File: src/rtl/dev_mem_arbiter_if.sv
// Request/response bundle between one requester and the device RAM arbiter.
// The requester drives req_* fields and receives a one-cycle rsp_* strobe.
interface dev_mem_arbiter_if #(
  parameter int ADDR = 16,
  parameter int DATA = 128
);
  logic            req_valid;
  logic            req_ready;
  logic            req_we;
  logic [ADDR-1:0] req_addr;
  logic [DATA-1:0] req_wdata;
  logic            rsp_valid;
  logic            rsp_is_wr;
  logic            rsp_err;
  logic [DATA-1:0] rsp_rdata;

  modport master (
    output req_valid, req_we, req_addr, req_wdata,
    input  req_ready, rsp_valid, rsp_is_wr, rsp_err, rsp_rdata
  );

  modport slave (
    input  req_valid, req_we, req_addr, req_wdata,
    output req_ready, rsp_valid, rsp_is_wr, rsp_err, rsp_rdata
  );
endinterface

File: src/rtl/dev_mem_arbiter.sv
// Single-port device RAM controller: optional zero-fill after reset, then
// round-robin sharing between host (h) and maintenance (m) requesters.
module dev_mem_arbiter #(
  parameter int ADDR  = 16,
  parameter int DATA  = 128,
  parameter int DEPTH = 65536
) (
  input  logic                fm_clk,
  input  logic                fm_rst,
  input  logic                init_en,
  output logic                init_done,
  dev_mem_arbiter_if.slave    h,
  dev_mem_arbiter_if.slave    m,
  output logic                ram_we,
  output logic [ADDR-1:0]     ram_addr,
  output logic [DATA-1:0]     ram_wdata,
  input  logic [DATA-1:0]     ram_rdata
);
  localparam logic [ADDR:0]   DEPTH_W   = (ADDR+1)'(DEPTH);
  localparam logic [ADDR-1:0] LAST_ADDR = ADDR'(DEPTH - 1);

  typedef enum logic [1:0] {ST_START, ST_FILL, ST_RUN} state_t;

  state_t          state_reg, state_next;
  logic [ADDR-1:0] fill_reg, fill_next;
  logic            last_host_reg, last_host_next;
  logic [ADDR-1:0] addr_reg;
  logic [DATA-1:0] wdata_reg;
  logic            rsp_h_reg, rsp_m_reg, rsp_wr_reg, rsp_err_reg;

  logic            gnt_h, gnt_m, fire, fill_we;
  logic            sel_we, sel_in_range;
  logic [ADDR-1:0] sel_addr;
  logic [DATA-1:0] sel_wdata;

  // On a tie the side that did not win last time gets the slot.
  always_comb begin
    gnt_h = 1'b0;
    gnt_m = 1'b0;
    if (state_reg == ST_RUN) begin
      gnt_h = h.req_valid && (!m.req_valid || !last_host_reg);
      gnt_m = m.req_valid && (!h.req_valid ||  last_host_reg);
    end
  end

  assign fire         = gnt_h | gnt_m;
  assign sel_we       = gnt_h ? h.req_we    : m.req_we;
  assign sel_addr     = gnt_h ? h.req_addr  : m.req_addr;
  assign sel_wdata    = gnt_h ? h.req_wdata : m.req_wdata;
  assign sel_in_range = {1'b0, sel_addr} < DEPTH_W;

  always_comb begin
    state_next     = state_reg;
    fill_next      = fill_reg;
    fill_we        = 1'b0;
    last_host_next = fire ? gnt_h : last_host_reg;
    case (state_reg)
      ST_START: begin
        // init_en only matters in this very first cycle after reset.
        if (init_en) begin
          fill_we = 1'b1;
          if (LAST_ADDR == '0) begin
            state_next = ST_RUN;
          end else begin
            state_next = ST_FILL;
            fill_next  = fill_reg + ADDR'(1);
          end
        end else begin
          state_next = ST_RUN;
        end
      end
      ST_FILL: begin
        fill_we = 1'b1;
        if (fill_reg == LAST_ADDR) begin
          state_next = ST_RUN;
        end else begin
          fill_next = fill_reg + ADDR'(1);
        end
      end
      default: ;
    endcase
  end

  // The reset gate keeps the fill strobe quiet while reset is still held.
  always_comb begin
    ram_we    = 1'b0;
    ram_addr  = addr_reg;
    ram_wdata = wdata_reg;
    if (state_reg != ST_RUN) begin
      ram_we    = fill_we & fm_rst;
      ram_addr  = fill_reg;
      ram_wdata = '0;
    end else if (fire) begin
      ram_we    = sel_we & sel_in_range;
      ram_addr  = sel_addr;
      ram_wdata = sel_wdata;
    end
  end

  always_ff @(posedge fm_clk or negedge fm_rst) begin
    if (!fm_rst) begin
      state_reg     <= ST_START;
      fill_reg      <= '0;
      last_host_reg <= 1'b0;
      addr_reg      <= '0;
      wdata_reg     <= '0;
      rsp_h_reg     <= 1'b0;
      rsp_m_reg     <= 1'b0;
      rsp_wr_reg    <= 1'b0;
      rsp_err_reg   <= 1'b0;
    end else begin
      state_reg     <= state_next;
      fill_reg      <= fill_next;
      last_host_reg <= last_host_next;
      addr_reg      <= ram_addr;
      wdata_reg     <= ram_wdata;
      rsp_h_reg     <= gnt_h;
      rsp_m_reg     <= gnt_m;
      rsp_wr_reg    <= sel_we;
      rsp_err_reg   <= !sel_in_range;
    end
  end

  assign init_done   = (state_reg == ST_RUN);
  assign h.req_ready = gnt_h;
  assign m.req_ready = gnt_m;

  // Read data is passed through only for in-range reads; acks and errors return zero.
  assign h.rsp_valid = rsp_h_reg;
  assign h.rsp_is_wr = rsp_h_reg & rsp_wr_reg;
  assign h.rsp_err   = rsp_h_reg & rsp_err_reg;
  assign h.rsp_rdata = (rsp_h_reg && !rsp_wr_reg && !rsp_err_reg) ? ram_rdata : '0;
  assign m.rsp_valid = rsp_m_reg;
  assign m.rsp_is_wr = rsp_m_reg & rsp_wr_reg;
  assign m.rsp_err   = rsp_m_reg & rsp_err_reg;
  assign m.rsp_rdata = (rsp_m_reg && !rsp_wr_reg && !rsp_err_reg) ? ram_rdata : '0;
endmodule

File: src/flat_wrapper.sv
// flat-port wrapper written by rule: the top's interface ports become plain ports
module dev_mem_arbiter_flat 
#(
  parameter int ADDR  = 16,
  parameter int DATA  = 128,
  parameter int DEPTH = 65536
)
  (fm_clk, fm_rst, init_en, init_done, ram_we, ram_addr, ram_wdata, ram_rdata, h_req_valid, h_req_we, h_req_addr, h_req_wdata, h_req_ready, h_rsp_valid, h_rsp_is_wr, h_rsp_err, h_rsp_rdata, m_req_valid, m_req_we, m_req_addr, m_req_wdata, m_req_ready, m_rsp_valid, m_rsp_is_wr, m_rsp_err, m_rsp_rdata);
  dev_mem_arbiter_if #(.ADDR(ADDR), .DATA(DATA)) h_i ();
  dev_mem_arbiter_if #(.ADDR(ADDR), .DATA(DATA)) m_i ();
  input  logic fm_clk;
  input  logic fm_rst;
  input  logic init_en;
  output logic init_done;
  output logic ram_we;
  output logic [ADDR-1:0] ram_addr;
  output logic [DATA-1:0] ram_wdata;
  input  logic [DATA-1:0] ram_rdata;
  input wire logic [$bits(h_i.req_valid)-1:0] h_req_valid;
  input wire logic [$bits(h_i.req_we)-1:0] h_req_we;
  input wire logic [$bits(h_i.req_addr)-1:0] h_req_addr;
  input wire logic [$bits(h_i.req_wdata)-1:0] h_req_wdata;
  output wire logic [$bits(h_i.req_ready)-1:0] h_req_ready;
  output wire logic [$bits(h_i.rsp_valid)-1:0] h_rsp_valid;
  output wire logic [$bits(h_i.rsp_is_wr)-1:0] h_rsp_is_wr;
  output wire logic [$bits(h_i.rsp_err)-1:0] h_rsp_err;
  output wire logic [$bits(h_i.rsp_rdata)-1:0] h_rsp_rdata;
  input wire logic [$bits(m_i.req_valid)-1:0] m_req_valid;
  input wire logic [$bits(m_i.req_we)-1:0] m_req_we;
  input wire logic [$bits(m_i.req_addr)-1:0] m_req_addr;
  input wire logic [$bits(m_i.req_wdata)-1:0] m_req_wdata;
  output wire logic [$bits(m_i.req_ready)-1:0] m_req_ready;
  output wire logic [$bits(m_i.rsp_valid)-1:0] m_rsp_valid;
  output wire logic [$bits(m_i.rsp_is_wr)-1:0] m_rsp_is_wr;
  output wire logic [$bits(m_i.rsp_err)-1:0] m_rsp_err;
  output wire logic [$bits(m_i.rsp_rdata)-1:0] m_rsp_rdata;
  assign h_i.req_valid = h_req_valid;
  assign h_i.req_we = h_req_we;
  assign h_i.req_addr = h_req_addr;
  assign h_i.req_wdata = h_req_wdata;
  assign h_req_ready = h_i.req_ready;
  assign h_rsp_valid = h_i.rsp_valid;
  assign h_rsp_is_wr = h_i.rsp_is_wr;
  assign h_rsp_err = h_i.rsp_err;
  assign h_rsp_rdata = h_i.rsp_rdata;
  assign m_i.req_valid = m_req_valid;
  assign m_i.req_we = m_req_we;
  assign m_i.req_addr = m_req_addr;
  assign m_i.req_wdata = m_req_wdata;
  assign m_req_ready = m_i.req_ready;
  assign m_rsp_valid = m_i.rsp_valid;
  assign m_rsp_is_wr = m_i.rsp_is_wr;
  assign m_rsp_err = m_i.rsp_err;
  assign m_rsp_rdata = m_i.rsp_rdata;
  dev_mem_arbiter #(.ADDR(ADDR), .DATA(DATA), .DEPTH(DEPTH)) u_core (.fm_clk(fm_clk), .fm_rst(fm_rst), .init_en(init_en), .init_done(init_done), .h(h_i), .m(m_i), .ram_we(ram_we), .ram_addr(ram_addr), .ram_wdata(ram_wdata), .ram_rdata(ram_rdata));
endmodule
File: config.mk
export PLATFORM = sky130hd
export DESIGN_NAME = dev_mem_arbiter_flat
export DESIGN_NICKNAME = d
export VERILOG_FILES = /design/src/rtl/dev_mem_arbiter_if.sv /design/src/rtl/dev_mem_arbiter.sv /design/src/flat_wrapper.sv
export SDC_FILE = /design/constraint.sdc
export NUM_CORES = 1
export LEC_CHECK = 0
export CAP_MARGIN = 5
export CELL_PAD_IN_SITES_DETAIL_PLACEMENT = 0
export CELL_PAD_IN_SITES_GLOBAL_PLACEMENT = 1
export CORE_AREA = 5 5 319 321
export CTS_CLUSTER_SIZE = 14
export DETAILED_ROUTE_END_ITERATION = 10
export DIE_AREA = 0 0 324 326
export PLACE_DENSITY_LB_ADDON = 0.1
export SLEW_MARGIN = 20
export SYNTH_ARGS = -nofsm -noshare
export SYNTH_HDL_FRONTEND = slang
export SYNTH_SLANG_ARGS = --single-unit
File: constraint.sdc
create_clock -name fm_clk -period 3.2 [get_ports fm_clk]
set_clock_uncertainty 0.1 [all_clocks]
set_input_delay 0.48 -clock fm_clk [delete_from_list [all_inputs] [get_ports fm_clk]]
set_output_delay 0.48 -clock fm_clk [all_outputs]
set_load 0.01 [all_outputs]
==> run metrics <==
number of distinct standard cells referenced by the synthesized netlist=41; Total Die Area=106000 µm²; I/O Buffers=830; leakage power total=8.80 nW; global-route wire length before repair=between 100000 and 150000 µm; series of cell instances along the critical path=clkdlybuf4s50_1 -> nor2_2 -> nor2_8 -> bufbuf_16 -> buf_4 -> nor2_1 -> a311oi_2 -> clkdlybuf4s15_2; CTS max path bufs=2; DR DRC count=0; number of CTS-inserted buffers=17; clk slew on worst S/H paths=0.08 ns; slowest stage cell on the critical path=clkdlybuf4s50_1; starting density of the core=9.90%; peak supply drop=318 µV; detailed-router iteration count before antenna repair=4; via count of the first global-routing pass=approximately 13000; total negative slack=0 ns; Hold Crit Class=in2async; status=finished, final reports clean; post-synthesis instance area=9800 µm²; fraction of met1 tracks used by global routing=around 14%; width of the chip=324 µm; pwr/cell area=between 300 and 400 nW/µm²; final weighted congestion in routability-driven placement=0.860; Layout Utilization=22.0%; clock sink total=166; most common cell after layout, fill and taps aside=clkdlybuf4s50_1; relative slew slack=44.0%; num ports=833; highest achievable clock rate=322 MHz; total number of placement rows=116; max-cap check violation count=0; area used by multi-input combinational logic=approximately 5600 µm²; final hold viol count=0; number of synthesized register bits=166; Layout Area Growth over Synthesis=122%; routed wire length=82400 µm; portion of synthesized cell area occupied by the leading cell type=42.4%; actual transition at the worst max-transition pin=0.840 ns; Final #Nets=2524; syn avg cell area=8.11 µm²; per-cell via count in the routed design=3.65; setup repair after global routing missed its margin=yes; number of standard cells in the layout, taps in and fillers out=3435; most congested layer reported by global routing=met2; commonest cells after routing, fill and taps aside=clkdlybuf4s50_1 (683), nand2_1 (308), and2_1 (259), dfrtp_1 (165), nor2_1 (131); remaining antenna violation count after routing=0; total global routing track utilization=between 10 and 15%; dpl hpwl=66500 µm; total congestion overflow=0; max incr delay on CP=0.59 ns; CTS tree=yes; number of flip-flops in the largest register=128; count of vias placed by the detailed router=12600; cell count after placement=3359; Worst Setup Start Kind=input pin; Max Slew Vio Count=0; biggest area consumer among synthesized cells=dfrtp_1; EDFF count, synth=0; Die Span Y=326 µm; Worst Path Arrival=2.52 ns; sum of buffers and inverters on the critical path=4; number of fill cells in the layout=around 11000; Design Power=7.59 mW; total area of sequential cells=4160 µm²; DRC violation total after the first TritonRoute iteration=485; met3 usage=4.90%; root buffer selected by CTS=clkbuf_16; kind of critical path=in2out; largest net degree at the start of global routing=100; initial antenna violation count=43; Tmin final=3.10 ns; Req. time, crit path=2.62 ns; maximum net fanout on the critical path=11; Synth Instances=1209; largest cells by area after synthesis=dfrtp_1 (42%), and2_1 (17%), nand2_1 (12%); critical path capture point type=output port; met2 layer usage reported by global route=~28%; post-synthesis async set-or-reset flop share=between 90% and 100%; leading register cell type out of synthesis=dfrtp_1; sequential element share of the synthesized area=42.4%; depth of the CTS H-tree=4; source-to-sink clock delay at the later pin of the worst-skew pair=0.50 ns; setup-violating endpoint count in the final report=0; average routed wire per standard cell=24.0 µm; share of the clock period used by the worst path after layout=97.0%; CP top delay family=buffers and inverters; Yosys warnings=0; placeable core region=99000 µm²; layout cells sized above 1=18.5%
-- timing repair --
action	CTS	global route
hold endpoints to repair	16	0
hold buffers	1	0
endpoints found under the setup margin	278	115
gates cloned	3	3
resized for setup	426	127
pin swaps	7	7
setup buffers	13	1
-- logic make-up (layout without fill, tap and decap cells) --
logic type	Yosys count	after routing	share of synthesized area [%]
muxes	1	1	0.115
and+or+nand+nor	722	722	35.2
adders and majority gates	1	1	0.128
xor gates and xnor gates	12	12	1.07
DFF	166	166	42.4
buffers and inverters	117	1020	5.58
other	1	26	0.0383
AOI/OAI and AO/OA	189	189	15.5
-- metrics by stage --
step                setup WS [ns]  instance area [µm²]  hold WS [ns]
finish                     0.0959                21800         0.296
global route              -0.0629                21800         0.292
CTS                        -0.233                21600         0.250
detailed placement         -0.257                20600         0.259
global placement           -0.262                20600         0.260
floorplan                   0.972                 9810        0.0844
-- per-layer routing --
metal | vias to the layer above | share of wire (%)
met5 | - | 0.17
met4 | 22 | 4.1
met3 | 114 | 7.4
met2 | 464 | 54
met1 | 6087 | 34
li1 | 5864 | -
-- Yosys cell counts (all sizes together), types with 2 or more instances --
master	instances
clkbuf	49
a21o	16
nand4	2
nand3	7
a31oi	19
a21oi	4
buf	63
nor3	3
nor4b	2
nor2	134
nand2	308
and2	259
xor2	3
o21ai	17
a311oi	128
and3	2
nor2b	2
xnor2	9
inv	5
dfrtp	166
-- path summary, 6_finish.rpt --
check	slack, ns	to	from	cells past startpoint
setup / recovery	0.1	ram_wdata[2]	h_req_valid	8
hold / removal	0.30	u_core.wdata_reg[14]	fm_rst	2
setup reg to reg	1.04	u_core.fill_reg[14]	u_core.fill_reg[0]	6
hold reg to reg	0.41	u_core.last_host_reg	u_core.last_host_reg	1
max in group asynchronous	1.60	u_core.wdata_reg[52]	fm_rst	3
min in group fm_clk	0.41	u_core.last_host_reg	u_core.last_host_reg	1
-- final cells by class --
type                       count  area share (%)
tap                         1298            7.45
antenna                       24           0.276
clock buffer                  18            2.01
multi-input combinational    927            25.9
clock inverter                14           0.603
timing repair buffer         983            44.6
inverter                       5           0.144
sequential                   166            19.1
-- report_power, final --
group | internal (mW) | total (mW) | switching (mW) | leakage, nW
logic | 1.64 | 3.02 | 1.38 | 6.55
registers | 2.32 | 2.39 | 0.0658 | 1.96
clock network | 1.05 | 2.18 | 1.13 | 0.281
No activity file was read; power rests on OpenSTA's default activity.
